**src/rtl/traffic_sensor_model.sv**
```systemverilog
// Vehicle-side intersection model: per-street car queues drained on green,
// occupancy sensors T_A/T_B back to the controller, and a light-code monitor.
//
// Ports:
//   clk, reset            rising-edge clock, async active-high reset
//   arrive_A, arrive_B    one car joins the street queue per cycle high
//   L_A, L_B              light codes: 00 green, 01 yellow, 11 red, 10 illegal
//   T_A, T_B              street occupied (queue count non-zero)
//   count_A, count_B      cars waiting per street
//   depart_A, depart_B    registered one-cycle pulse: a car left the street
//   overflow_A/B          sticky: an arrival was dropped at full queue
//   conflict              sticky: both lights non-red in one cycle
//   bad_code              sticky: code 10 seen on either light

module traffic_sensor_street #(
    parameter int QUEUE_W       = 4,
    parameter int DEPART_CYCLES = 3
) (
    input  logic               clk,
    input  logic               reset,
    input  logic               arrive,
    input  logic [1:0]         light,
    output logic [QUEUE_W-1:0] count,
    output logic               depart,
    output logic               overflow
);

    localparam int TW = $clog2(DEPART_CYCLES) + 1;
    localparam logic [TW-1:0]      LAST = TW'(DEPART_CYCLES - 1);
    localparam logic [QUEUE_W-1:0] FULL = {QUEUE_W{1'b1}};

    typedef enum logic {
        S_WAIT,
        S_DRAIN
    } state_t;

    state_t              state;
    logic [TW-1:0]       timer;
    logic                green;
    logic                fire;
    logic                accept;
    logic [QUEUE_W-1:0]  count_nxt;

    always_comb begin
        green     = (light == 2'b00);
        fire      = 1'b0;
        accept    = 1'b0;
        count_nxt = count;
        fire = (state == S_DRAIN) && green && (timer == LAST)
               && (count != '0);
        // A departure in the same cycle frees the slot a full queue needs.
        accept = arrive && ((count != FULL) || fire);
        count_nxt = count + QUEUE_W'(accept) - QUEUE_W'(fire);
    end

    always_ff @(posedge clk or posedge reset) begin
        if (reset) begin
            state    <= S_WAIT;
            timer    <= '0;
            count    <= '0;
            depart   <= 1'b0;
            overflow <= 1'b0;
        end else begin
            count  <= count_nxt;
            depart <= fire;
            if (arrive && !accept)
                overflow <= 1'b1;
            unique case (state)
                S_WAIT: begin
                    timer <= '0;
                    if (green && (count != '0))
                        state <= S_DRAIN;
                end
                S_DRAIN: begin
                    if (!green) begin
                        // Any non-green cycle abandons the partial departure.
                        timer <= '0;
                        state <= S_WAIT;
                    end else if (fire) begin
                        timer <= '0;
                        if (count_nxt == '0)
                            state <= S_WAIT;
                    end else begin
                        timer <= timer + TW'(1);
                    end
                end
                default: begin
                    timer <= '0;
                    state <= S_WAIT;
                end
            endcase
        end
    end

endmodule

```
**config.mk**
```make
export PLATFORM = sky130hd
export DESIGN_NAME = traffic_sensor_street
export DESIGN_NICKNAME = d
export VERILOG_FILES = /design/src/rtl/traffic_sensor_model.sv
export SDC_FILE = /design/constraint.sdc
export NUM_CORES = 1
export LEC_CHECK = 0
export ABC_AREA = 1
export CORE_AREA = 2 2 39 41
export DETAILED_ROUTE_END_ITERATION = 12
export DIE_AREA = 0 0 41 43
export GPL_ROUTABILITY_DRIVEN = 0
export PLACE_DENSITY = 0.72
export SKIP_CTS_REPAIR_TIMING = 1
export SLEW_MARGIN = 20
export SYNTH_ARGS = -nofsm -noshare
export SYNTH_HDL_FRONTEND = slang
export SYNTH_SLANG_ARGS = --single-unit
```
**constraint.sdc**
```tcl
create_clock -name clk -period 2.95 [get_ports clk]
set_clock_uncertainty 0.1 [all_clocks]
set_input_delay 0.59 -clock clk [delete_from_list [all_inputs] [get_ports clk]]
set_output_delay 0.59 -clock clk [all_outputs]
set_load 0.02 [all_outputs]
```
* After elaboration in Yosys (flattened, before gate mapping) *
Index checks and enable logic that the tools add are counted.

storage, ports and cells
  bits in registers = 10
  bits of input ports = 5
  output and inout bits = 6
  word-level logic and storage cells = 30

operators by class
  add/sub/neg operators = 3
  equality and inequality tests = 2
  mux-type cells = 8
  bitwise operators = 1
  reductions and logical operators = 11

operators by type and width
  cell                                                                   number
  1-bit logical AND                                                      6
  3-bit two-way mux                                                      2
  3-bit one-hot mux with 2 select lines                                  1
  4-bit by 1-bit adder with 4-bit output                                 1
  4-bit zero test                                                        1
  1-bit two-way mux                                                      4
  4-bit inequality test, second input constant                           1
  4-bit nonzero test                                                     1
  4-bit by 1-bit subtractor with 4-bit output                            1
  3-bit by 1-bit adder with 3-bit output, second input constant          1
  3-bit by 2-bit equality test with 1-bit output, second input constant  1
  2-bit zero test                                                        1
  1-bit one-hot mux with 2 select lines                                  1
  1-bit zero test                                                        1
  1-bit logical OR                                                       1
  1-bit NOT                                                              1

* Depth between registers and ports, before layout *
Gate-level depths: netlist of run 1.

  depth after elaboration = 13
  gate-level depth with buffers = 18
  mapped depth without buffers = 18

* Least setup slack after synthesis of run 1 *
OpenSTA, ideal clock, no wires.

  path type = flip-flop to flip-flop
  start = register count[2]
  end = register state
  library setup time = 116 ps
  arrival = 2236 ps
  slack = 498 ps
  cell stages (with the launch flop) = 18
  buffers on the path = 0
  cells stage by stage = dfrtp_1 inv_1 ha_1 nand2_2 nand3_4 nor2_2 inv_2 nand2_2 ha_1 inv_1 fa_1 inv_1 nor2_1 nand3_1 nor2_1 nand2_1 nand2_1 nand2_1

between the ends
  longest elaborated chain between the ends = 11

ends and longest elaborated chain
  element                                        line  source
  start, declared                                23    output logic [QUEUE_W-1:0] count,
  start signal, assigned                         64    count <= count_nxt;
  4-bit nonzero test                             50    && (count != '0);
  1-bit logical AND                              50
  1-bit logical OR                               52    accept = arrive && ((count != FULL) || fire);
  1-bit logical AND                              52
  4-bit by 1-bit adder with 4-bit output         53    count_nxt = count + QUEUE_W'(accept) - QUEUE_W'(fire);
  4-bit by 1-bit subtractor with 4-bit output *  53
  named net count_nxt[1]                         42    logic [QUEUE_W-1:0] count_nxt;
  4-bit zero test *                              81    if (count_nxt == '0)
  1-bit two-way mux *                            81
  1-bit two-way mux *                            79    end else if (fire) begin
  1-bit two-way mux *                            75    if (!green) begin
  1-bit one-hot mux with 2 select lines *        68    unique case (state)
  end signal, assigned                           72    state <= S_DRAIN;
  end signal, assigned                           78    state <= S_WAIT;
  end signal, assigned                           82    state <= S_WAIT;
  end, declared                                  37    state_t state;

The timed path passes the listed nets; every way through them passes the cells marked *.
A chain may end at the register's enable or synchronous reset.

* Worst setup path after layout of run 1 *
  start = input light[1]
  end = register state

between the ends
  longest elaborated chain between the ends = 13

ends and longest elaborated chain
  element                                        line  source
  start, declared                                22    input logic [1:0] light,
  2-bit zero test *                              45    green = (light == 2'b00);
  1-bit logical AND * (2 in a row)               49    fire = (state == S_DRAIN) && green && (timer == LAST)
  1-bit logical AND *                            50
  1-bit logical OR                               52
  1-bit logical AND                              52
  4-bit by 1-bit adder with 4-bit output         53
  4-bit by 1-bit subtractor with 4-bit output *  53
  named net count_nxt[1]                         42
  4-bit zero test *                              81
  1-bit two-way mux *                            81
  1-bit two-way mux *                            79
  1-bit two-way mux *                            75
  1-bit one-hot mux with 2 select lines *        68

Marked as above.

==> results of run 1 <==
routing by layer:
metal	GRT usage (%)	part of all wire [%]
met4	10.0	1.6
met5	0	0
met3	3.14	4.8
met2	23.1	52
met1	17.1	41
placed cells by master, fill, tap and decap left out, types with 3 or more instances in the layout:
| cell type | count |
|---|---|
| clkbuf_4 | 3 |
| clkdlybuf4s50_1 | 10 |
| dfrtp_1 | 10 |
| ha_1 | 7 |
| inv_1 | 15 |
| nand2_1 | 12 |
| nand2_2 | 3 |
| nand3_1 | 6 |
| nor2_2 | 3 |
power groups by stage:
stage               Clock, mW  Combinational [mW]  Sequential, mW
floorplan                   0               0.195           0.261
global placement            0               0.351           0.223
detailed placement          0               0.358           0.224
CTS                    0.0952               0.359           0.222
global route            0.103               0.405           0.229
finish                 0.0919               0.356           0.222
state kept, by name (all words and copies together), names as in the netlist:
register  count
count         4
depart        1
overflow      1
state         1
timer         3
worst max path at each step:
stage	startpoint	to	slack, ns	depth (start not counted)
global route	light[1]	state	0.11	16
global placement	light[1]	state	0.05	16
CTS	light[1]	state	0.27	16
floorplan	count[2]	state	0.50	17
detailed placement	light[1]	state	0.01	16
finish	light[1]	state	0.28	16
through the flow:
step / std cells / utilization, % / setup slack [ns] / total power [mW]
floorplan: 70 / - / 0.498 / 0.457
global placement: 97 / 54.2 / 0.0542 / 0.574
detailed placement: 97 / 54.2 / 0.0123 / 0.582
CTS: 100 / 55.8 / 0.273 / 0.677
global route: 100 / 55.8 / 0.114 / 0.736
finish: 100 / 55.8 / 0.283 / 0.670
area by class of cell:
cell class              count  area (µm²)  share of cell area [%]
multi-input cells          42         302                    39.1
flip-flops and latches     10         250                    32.4
repair buffers             11         108                    13.9
inverters                  18        70.1                    9.08
clock buffers               3        22.5                    2.92
well taps                  16        20.0                    2.59
logic make-up (layout without fill, tap and decap cells):
group / Yosys count / after routing / share of synthesized area (%)
adder cells (fa/ha/maj): 8 / 8 / 17.3
flip-flops: 10 / 10 / 40.2
AO/OA/AOI/OAI: 2 / 2 / 2.01
buffers and inverters: 18 / 32 / 11.3
XOR/XNOR: 1 / 1 / 1.41
AND/OR/NAND/NOR: 31 / 31 / 27.8
==> results_dict.tcl, run 1 <==
set metrics [dict create \
    worstMarginPinSlew_ns 0.393 \
    cts-htree-levels 1 \
    placed_area_um2 749 \
    setup_violations 0 \
    r2r_start "timer[0]" \
    slew-limit-headroom_pct 73.8 \
    fp.dieH_um 43 \
    cts_tree "done" \
    ys_types 18 \
    synth_ff_type "dfrtp_1" \
    synth.avg_cell_area_um2 8.88 \
    wl_mm 1.03 \
    core_um2 1380 \
    p_comb_share_pct 53.1 \
    leakage_nw 0.417 \
    crit_path_max_incr_delay_ns 0.48 \
    criticalPathCategory "input port to flip-flop" \
    whs_ns 0.382 \
    arrival_ns 2.73 \
    synth_most_common_cell "inv_1" \
    yosys-top-cells-area "dfrtp_1 40%, ha_1 14%, inv_1 9.1%, nand2_1 7.2%, nand3_1 4.8%" \
    ys_seq_area_share_pct 40.2 \
    critPathSlowestCell "fa_1" \
    min_path_cells 1 \
    synth_top_cell_area_share_pct 40.2 \
    hpwl_um 818 \
    clk_latency_ns 0.26 \
    switching_share_pct 42.6 \
    start_util_pct 44.9 \
    yosys_warnings 0 \
    drtIter0Drc 6 \
    cp_max_fo 3 \
    drv_cap 0 \
    async_flop_share_pct 100 \
    r2r.worst_path.cells 18 \
    synthCells 70 \
    path_clk_slew_ns 0.06 \
    rsz0062_at_grt "false" \
    grt_overflow_total 0 \
    min-delay-start "overflow" \
    synth_edf_count 0 \
    cts_buffer_depth 2 \
    hold_class "flip-flop to flip-flop" \
    grt_pass1_vias 452 \
    viasPerCell 4.58 \
    cts_buffers 3 \
    fin_crit_ns 2.67 \
    wl_per_cell_um 10.3 \
    drive_above_1_share_pct 19.0 \
    critPathTopFamily "simple AND/OR/NAND/NOR gates" \
    fin_nets 99 \
    cp-end-kind "flip-flop" \
    drc 0 \
    min_to "overflow" \
    ant_nets 0 \
    diodes 0 \
    cts.sinks 10 \
    status "completed" \
    final.fill_count 139 \
    peakVddDrop_mv 0.503 \
    ios 11 \
    ys_top_cells_by_count "15 x inv_1, 12 x nand2_1, 10 x dfrtp_1, 7 x ha_1, 6 x nand3_1" \
    rows 14 \
    slew_violations 0 \
    crit_top_cell "nand2_1" \
    dieWidth_um 41 \
    synth_fp_nets 83 \
    grt_max_degree 11 \
    hold_viol 0 \
    intPower_mw 0.384 \
    fmax_ghz 0.375 \
    power_density_nw_per_um2 868 \
    port_buffers 10 \
    grt_pass1_wl_mm 1.72 \
    sequentialPowerShare_pct 33.2 \
    startpoint_type "input port" \
    finalCritPeriodShare_pct 90.4 \
    cp_num_buf_inv 4 \
    setup_tns_ns 0 \
    ys_seq_elements 10 \
    cts_root_buffer "clkbuf_4" \
    synthToLayoutAreaGrowth_pct 24.1 \
    first_pass_iters 4 \
    num_vias 458 \
    path_cells "clkdlybuf4s50_1 -> nor2_2 -> nand3_4 -> nor2_2 -> inv_2 -> nand2_2 -> ha_1 -> inv_1 -> fa_1 -> inv_1 -> nor2_1 -> nand3_1 -> nor2_1 -> nand2_1 -> nand2_1 -> nand2_1" \
    design_area_um2 772 \
    syn_area_um2 622 \
    reg2reg_slack_ns 0.45 \
    yosys.area.top_type "dfrtp_1" \
    cp.required_ns 3.01 \
    track_usage_pct 14.8 \
    netSwitchingPower_mw 0.286 \
    antenna_found_initial 0 \
    dieArea_um2 1760 \
    power.share.clock_pct 13.7 \
    worstReg2RegEnd "state" \
]
Power figures use the tool's default switching activity.
==> inputs of run 2 (changes only) <==
--- a/config.mk
+++ b/config.mk
@@ -6,12 +6,12 @@
 export NUM_CORES = 1
 export LEC_CHECK = 0
 export ABC_AREA = 1
+export ABC_CLOCK_PERIOD_IN_PS = 2950
 export CORE_AREA = 2 2 39 41
 export DETAILED_ROUTE_END_ITERATION = 12
 export DIE_AREA = 0 0 41 43
 export GPL_ROUTABILITY_DRIVEN = 0
 export PLACE_DENSITY = 0.72
-export SKIP_CTS_REPAIR_TIMING = 1
 export SLEW_MARGIN = 20
 export SYNTH_ARGS = -nofsm -noshare
 export SYNTH_HDL_FRONTEND = slang
==> results of run 2 <==
The final DEF is identical to that of run 1; final timing and power are the same.
